<file path="config.mk">
export PLATFORM = sky130hd
export DESIGN_NAME = simd_lane_feeder
export DESIGN_NICKNAME = d
export VERILOG_FILES = /design/src/rtl/simd_lane_feeder.sv
export SDC_FILE = /design/constraint.sdc
export NUM_CORES = 1
export LEC_CHECK = 0
export ABC_AREA = 1
export CORE_ASPECT_RATIO = 0.7
export CORE_UTILIZATION = 59
export CTS_CLUSTER_SIZE = 30
export DETAILED_ROUTE_END_ITERATION = 16
export PLACE_DENSITY_LB_ADDON = 0.3
export SYNTH_ARGS = -nofsm -noshare
export SYNTH_HDL_FRONTEND = slang
export SYNTH_SLANG_ARGS = --single-unit
</file>
<file path="constraint.sdc">
create_clock -name clk -period 9.3 [get_ports clk]
set_input_delay 1.86 -clock clk [delete_from_list [all_inputs] [get_ports clk]]
set_output_delay 1.86 -clock clk [all_outputs]
set_load 0.01 [all_outputs]
</file>
<file path="src/rtl/simd_lane_feeder.sv">
// simd_lane_feeder: activation FIFO plus double-buffered weight tile for one SIMD lane.
// Activations are issued one per cycle while the active tile is valid. A new tile is
// staged in the shadow bank and swapped in only after the lane pipeline has drained.
module simd_lane_feeder #(
   parameter int DEPTH    = 4,
   parameter int LANE_LAT = 2
) (
   input  logic                    clk,
   input  logic                    rst,
   input  logic [63:0]             s_data,
   input  logic                    s_valid,
   output logic                    s_ready,
   input  logic [63:0]             w_data,
   input  logic [2:0]              w_idx,
   input  logic                    w_valid,
   input  logic                    w_commit,
   output logic                    w_ready,
   output logic [63:0]             o_lane_data,
   output logic                    o_lane_data_v,
   output logic [511:0]            o_lane_weight,
   output logic [$clog2(DEPTH):0]  o_fifo_count
);

   localparam int PW = $clog2(DEPTH);
   localparam int CW = PW + 1;
   localparam int DW = (LANE_LAT < 2) ? 1 : $clog2(LANE_LAT + 1);

   typedef enum logic [1:0] {
      ST_RUN,
      ST_DRAIN,
      ST_SWAP
   } state_t;

   state_t           state;
   logic [DW-1:0]    drain_cnt;
   logic             act_valid;
   logic [63:0]      fifo_mem [DEPTH];
   logic [PW-1:0]    wr_ptr;
   logic [PW-1:0]    rd_ptr;
   logic [7:0][63:0] shadow;
   logic [7:0][63:0] active;
   logic             push;
   logic             pop;
   logic             w_wr;

   // Ready depends only on the registered count, so a full FIFO never accepts even on a pop cycle.
   assign s_ready       = (o_fifo_count != CW'(DEPTH));
   assign w_ready       = (state == ST_RUN);
   assign push          = s_valid & s_ready;
   assign pop           = (o_fifo_count != '0) & act_valid & (state == ST_RUN);
   assign w_wr          = w_valid & w_ready;
   assign o_lane_weight = active;

   // FIFO storage; contents need no reset because the count qualifies every read.
   always_ff @(posedge clk) begin
      if (push) begin
         fifo_mem[wr_ptr] <= s_data;
      end
   end

   // FIFO pointers and occupancy; pointers wrap naturally since DEPTH is a power of two.
   always_ff @(posedge clk or negedge rst) begin
      if (!rst) begin
         wr_ptr       <= '0;
         rd_ptr       <= '0;
         o_fifo_count <= '0;
      end else begin
         if (push) begin
            wr_ptr <= wr_ptr + PW'(1);
         end
         if (pop) begin
            rd_ptr <= rd_ptr + PW'(1);
         end
         case ({push, pop})
            2'b10:   o_fifo_count <= o_fifo_count + CW'(1);
            2'b01:   o_fifo_count <= o_fifo_count - CW'(1);
            default: o_fifo_count <= o_fifo_count;
         endcase
      end
   end

   // Registered issue stage: the popped head goes to the lane, data holds when idle.
   always_ff @(posedge clk or negedge rst) begin
      if (!rst) begin
         o_lane_data   <= '0;
         o_lane_data_v <= 1'b0;
      end else begin
         o_lane_data_v <= pop;
         if (pop) begin
            o_lane_data <= fifo_mem[rd_ptr];
         end
      end
   end

   // Shadow bank row writes, accepted only in RUN so a tile cannot change mid-swap.
   always_ff @(posedge clk or negedge rst) begin
      if (!rst) begin
         shadow <= '0;
      end else if (w_wr) begin
         shadow[w_idx] <= w_data;
      end
   end

   // Commit sequencer: drain the lane pipeline, then copy shadow into the active bank.
   always_ff @(posedge clk or negedge rst) begin
      if (!rst) begin
         state     <= ST_RUN;
         drain_cnt <= '0;
         act_valid <= 1'b0;
         active    <= '0;
      end else begin
         case (state)
            ST_RUN: begin
               if (w_commit) begin
                  state     <= ST_DRAIN;
                  drain_cnt <= DW'(LANE_LAT);
               end
            end
            ST_DRAIN: begin
               drain_cnt <= drain_cnt - DW'(1);
               if (drain_cnt == DW'(1)) begin
                  state <= ST_SWAP;
               end
            end
            ST_SWAP: begin
               active    <= shadow;
               act_valid <= 1'b1;
               state     <= ST_RUN;
            end
            default: begin
               state <= ST_RUN;
            end
         endcase
      end
   end

endmodule

</file>
==> flow_summary.toml, run 1 <==
[outcome]
status = "complete, no violations"

[global_route]
antenna_found_initial = 7
use_met1 = 0.448
grt_start_max_net_pins = 252
grt-ovfl-total = 0
grt_use_total = 0.323
grt_use_met3 = 0.0662
first_global_vias = 38589
busiest_layer = "met2"
met2_usage = 0.483
grt_pass1_wl_um = 222000

[synthesis]
yosys.area_share.xor_xnor = 0.000675
synth_top_family_by_area = "simple AND/OR/NAND/NOR gates"
synth_simple_gate_area_share = 0.193
synthFlopType = "dfrtp_1"
synth-seq-cells = 1357
avgSynthCellArea_um2 = 9.81
syn_area_um2 = 51900
synth.distinct_cells = 26
netlist_instances = 5290
synth_top_cell_area_share = 0.531
synth_edf_count = 256
synth_compound_area_frac = 0.0623
synth_area_leaders = "dfrtp_1 53%, edfxtp_1 15%, nand2_1 14%"
synth_mux_area_frac = 0
synth_adder_area_share = 0.00183
yosys.area.top_type = "dfrtp_1"
seq_area_frac_synth = 0.679
async_flop_share = 0.811
syn_nets = 5433
ys_warn_count = 0

[final_layout]
drive_above_1_share = 0.0419
fin_util = 0.734
num-fill-cells = 5848
syn_to_final_growth_pct = 22.5
register_area_um2 = 35300
final_nets = 5983
multi_input_area_um2 = 13500

[routing]
ant_nets = 0
viasPerCell = 5.57
routed_wl_um = 144000
wl_per_cell_um = 20.3
drtIter0Drc = 4265
drcViolationCount = 0
vias = 39541
drt_pass1_iterations = 6

[setup_path]
critPathCaptureType = "primary output"
path_depth = 2
critPathMaxFanout = 25
cpLargestDelayFamily = "flip-flops"
cp.arrival_ns = 2.21
worstSetupPathType = "reg2out"
slowest_stage = "dfrtp_4"
worstPathRequired_ns = 7.44
crit_chain = "nor2_8 -> clkdlybuf4s50_1"
path_buf_inv = 1
startpoint_type = "register"
critPathMaxStageDelay_ns = 0.64
ff2ff_path_depth = 6

[sta]
hold_violations = 0
skew_ns = 0.0132
max_freq_mhz = 245
drv_slew = 0
fin_crit_sh = 0.438
tightest_slew_ns = 1.21
slew_headroom = 0.190
grt_setup_unrepaired = "false"
final.setup.tns_ns = 0
setup_viol = 0
min_period_ns = 4.07

[die]
die_w_um = 356
die_y_um = 250
start_util = 0.599
core_um2 = 86600
ioPinCount = 718
dieArea_um2 = 89100
num_rows = 90

[power_and_ir_drop]
p_per_area_nw_per_um2 = 350
ir_worst_vdd_uv = 222
total_leakage_power_nw = 31.0

[min_path]
hold_depth = 2
min_path_type = "reg2reg"

[clock_tree]
clk_latency_ns = 0.72
post_cts_buffers = 0
postCtsHoldBufs = 0
clkTransAtPathRegs_ns = 0.07
cts_resized = 0
clkSinkCount = 1357
cts_buffers = 117
cts_tree = "built"
clockRootBuffer = "clkbuf_16"
ctsHtreeMaxLevel = 3
clock_path_buffers = 3

[place]
hpwl_um = 88600
gp_congestion = 0.850
port-buffer-count = 717

[flow_run]
maxCapViolations = 0
[worst register-to-register path, delay by kind of cell, from the launching register on]
kind | cells | cell delay [ns]
flops | 1 | 0.53
simple gates | 2 | 1.28
buf+inv | 3 | 1.94
compound gates | 1 | 0.17
[worst paths after layout]
check / startpoint / end / slack, ns
min in group asynchronous: rst / o_fifo_count[1] / 1.14
max in group asynchronous: rst / o_lane_weight[373] / 6.09
setup reg to reg: state[0] / o_lane_weight[346] / 5.26
setup / recovery: state[1] / w_ready / 5.23
hold / removal: o_lane_weight[434] / o_lane_weight[434] / 0.47
hold reg to reg: o_lane_weight[434] / o_lane_weight[434] / 0.47
[Yosys cell counts, types with 6 or more instances]
| master | n |
|---|---|
| dfrtp_1 | 1101 |
| buf_1 | 12 |
| o21ai_0 | 558 |
| nand3_1 | 516 |
| edfxtp_1 | 256 |
| buf_2 | 192 |
| o21ai_1 | 86 |
| inv_1 | 468 |
| ha_1 | 6 |
| nor2_1 | 14 |
| clkbuf_1 | 113 |
| buf_4 | 7 |
| nand2_1 | 1940 |
| nand2_2 | 6 |
[sequential cells by signal, summed over array words and instances, names as in the netlist]
name and cells:
fifo_mem 256, shadow 512, o_lane_data_v 1, rd_ptr 2, o_lane_data 64, drain_cnt 2, act_valid 1, wr_ptr 2
o_fifo_count 3, state 2, o_lane_weight 512
[area by class of cell]
type,instances,area share
Multi-Input combinational cell,3137,0.212
Tap cell,1150,0.0226
Antenna cell,9,0.000354
Clock buffer,171,0.0529
Sequential cell,1357,0.555
Timing Repair Buffer,756,0.119
Inverter,471,0.0280
Clock inverter,48,0.0103
[report_power, final]
part	switching [W]	internal (W)	leakage, nW
Sequential	0.00131	0.00844	16.3
Combinational	0.00430	0.00305	12.7
Clock	0.00220	0.00292	1.97
Total	0.00780	0.0144	31.0
[layer usage]
metal	part of all wire	up-vias
met3	0.079	367
met2	0.46	1730
met4	0.062	0
met1	0.40	19597
met5	0	-
li1	-	17847
[stage by stage]
step                      hold slack, ns  std cells  setup slack [ns]  cell area (µm²)  power [W]
after global placement             0.453       6871              4.94            59500     0.0167
after detailed placement           0.457       6871              4.87            59500     0.0170
final                              0.470       7099              5.23            63500     0.0222
after CTS                          0.473       7090              5.18            63500     0.0222
after global routing               0.483       7097              5.05            63500     0.0234
after floorplan                    0.454       5290              4.11            51900     0.0132
[kinds of logic (layout without fill, tap and decap cells)]
| logic type | count (synthesis) | after routing |
|---|---|---|
| other | 0 | 9 |
| xor gates and xnor gates | 4 | 4 |
| adders and majority gates | 7 | 7 |
| and+or+nand+nor | 2481 | 2481 |
| buffers and inverters | 796 | 1446 |
| AOI/OAI and AO/OA | 645 | 645 |
| DFF | 1357 | 1357 |
[cell usage in the layout (no fill, tap or decap), types with 4 or more instances in the layout]
cell,n
diode_2,9
bufinv_16,15
clkdlybuf4s50_1,716
o21ai_1,86
inv_1,466
o21ai_0,558
buf_12,8
nor2_4,6
clkbuf_16,117
ha_1,6
nand2_4,7
edfxtp_1,256
nand3_1,516
clkinv_1,4
nor2_1,8
dfrtp_1,1098
buf_4,31
clkbuf_1,31
nand2_1,1938
clkinv_2,22
clkinvlp_4,4
clkbuf_8,23
Note: power is estimated with default switching activity, not from simulation.
==> inputs of run 2 (changes only) <==
CORE_UTILIZATION = 49   (was 59)
clock period = 3.4 ns   (was 9.3 ns; I/O delays follow)
==> run 2 against run 1 <==
Die area rose by 20%. Global-route usage is 4.9 points lower. Clock-buffer cell count increased by 7. Via count decreased by 1.3%. Sequential share of layout area decreased by 1.5 points. Cell count increased by 5.0%. Critical path type unchanged. Critical endpoint unchanged. Largest cell class unchanged.
==> flow_summary.toml, run 2 (synthesized netlist as in run 1, its figures left out) <==
[flow_run]
maxCapViolations = 0

[final_layout]
mostFrequentLayoutCells = "1,938 x nand2_1, 1,098 x dfrtp_1, 716 x clkdlybuf4s50_1"
syn_to_final_growth_pct = 25.9
final_nets = 6069
stdcell_count = 7455
final_common_cell = "nand2_1"
drive_above_1_share = 0.0579

[global_route]
first_global_vias = 37616
grt_use_total = 0.274
grt_pass1_wl_um = 226000
antenna_found_initial = 10
grt_start_max_net_pins = 203
grt-ovfl-total = 0

[setup_path]
crit_chain = "nor2_8 -> clkdlybuf4s50_1"
slowest_stage = "clkdlybuf4s50_1"
rr_startpoint = "rd_ptr[0]"
startpoint_type = "register"
critPathCaptureType = "primary output"
critPathMaxFanout = 14
critPathMaxStageDelay_ns = 0.73
r2r_slack_ns = 1.01
worstSetupPathType = "reg2out"
cp.arrival_ns = 2.29
worstPathRequired_ns = 2.72
r2r-end = "o_lane_data[18]"
ff2ff_path_depth = 7

[sta]
skew_ns = 0.0255
whs_ns = 0.468
drv_slew = 0
min_period_ns = 2.97
fin_crit_sh = 0.874
slew_headroom = 0.172
hold_violations = 0
grt_setup_unrepaired = "false"
setup_viol = 0
tightest_slew_ns = 1.24
setup_slack_ns = 0.430
max_freq_mhz = 337

[die]
die_y_um = 274
num_rows = 99
die_w_um = 391
start_util = 0.496
core_um2 = 105000
ioPinCount = 718
dieArea_um2 = 107000

[min_path]
min_path_type = "reg2reg"
worstHoldStart = "o_lane_weight[153]"
hold_depth = 2
hold_end = "o_lane_weight[153]"

[outcome]
status = "complete, no violations"

[power_and_ir_drop]
finalPower_w = 0.0620
sequentialPowerShare = 0.427
intPower_w = 0.0404
p_switching_w = 0.0216
combPwrFrac = 0.330
switching_share = 0.348
p_per_area_nw_per_um2 = 950
total_leakage_power_nw = 31.7
ir_worst_vdd_uv = 608
clkPwrFrac = 0.242

[routing]
drtIter0Drc = 3802
wl_per_cell_um = 19.7
viasPerCell = 5.24
drt_pass1_iterations = 6
vias = 39044
routed_wl_um = 147000
ant_nets = 0
drcViolationCount = 0

[clock_tree]
post_cts_buffers = 0
clockRootBuffer = "clkbuf_16"
ctsHtreeMaxLevel = 4
cts_buffers = 130
clkTransAtPathRegs_ns = 0.06
cts_tree = "built"
cts_resized = 0
clkSinkCount = 1357
clk_latency_ns = 0.76
clock_path_buffers = 3

[place]
hpwl_um = 97100
place_inst = 7207
gp_congestion = 0.879
port-buffer-count = 717
dpl_worst_slack_ns = 0.651
[run 2: cell types whose count changed in the layout (fill, tap and decap cells not counted), moves of 4 or more]
cell       before  now
buf_12          8   42
buf_4          31   69
clkbuf_1       31   19
clkbuf_16     117  132
clkbuf_8       23   27
[run 2: how the worst max path moves through the flow]
stage | from | end | slack (ns) | cells past startpoint
floorplan | s_valid | fifo_mem[0][0] | -0.61 | 2
global placement | s_valid | fifo_mem[3][49] | 0.69 | 4
detailed placement | w_idx[0] | shadow[330] | 0.65 | 5
CTS | state[1] | w_ready | 0.37 | 2
global route | state[1] | w_ready | 0.35 | 2
finish | state[1] | w_ready | 0.43 | 2
[run 2: cell type report]
cell class	instances	area, µm²
timing repair buffer	829	8550
clock inverter	59	713
antenna	10	25.0
inverter	471	1780
multi-input combinational	3137	13500
sequential	1357	35200
fill	8425	39300
tap	1414	1770
clock buffer	178	3750
[run 2: repair_timing]
action                                 CTS  global route
setup endpoints to repair                0             0
hold buffers                             1             0
endpoints found under the hold margin   47             0
[run 2: routing by layer]
layer / track usage / vias up / part of all wire
li1: - / 18068 / -
met1: 0.392 / 19261 / 0.43
met2: 0.405 / 1456 / 0.45
met3: 0.0618 / 259 / 0.079
met4: 0.118 / 0 / 0.039
met5: 0 / - / 0
[run 2: worst max-delay path, delay by kind of cell, from the launching register on]
kind / cells / cell delay (ns)
DFF: 1 / 0.60
buffers and inverters: 1 / 0.73
and+or+nand+nor: 1 / 0.22
[run 2: metrics by stage]
stage	instance area (µm²)	setup TNS (ns)	utilization
3_5_place_dp	60800	0	0.581
5_1_grt	65300	0	0.624
4_1_cts	65300	0	0.624
2_1_floorplan	51900	-156.06	-
3_3_place_gp	60800	0	0.581
6_report	65300	0	0.624
[run 2: power groups by stage]
stage | Clock [W] | Combinational (W) | Sequential (W)
floorplan | 0 | 0.00893 | 0.0272
global placement | 0 | 0.0199 | 0.0265
detailed placement | 0 | 0.0204 | 0.0266
CTS | 0.0153 | 0.0206 | 0.0265
global route | 0.0159 | 0.0226 | 0.0272
finish | 0.0150 | 0.0205 | 0.0265
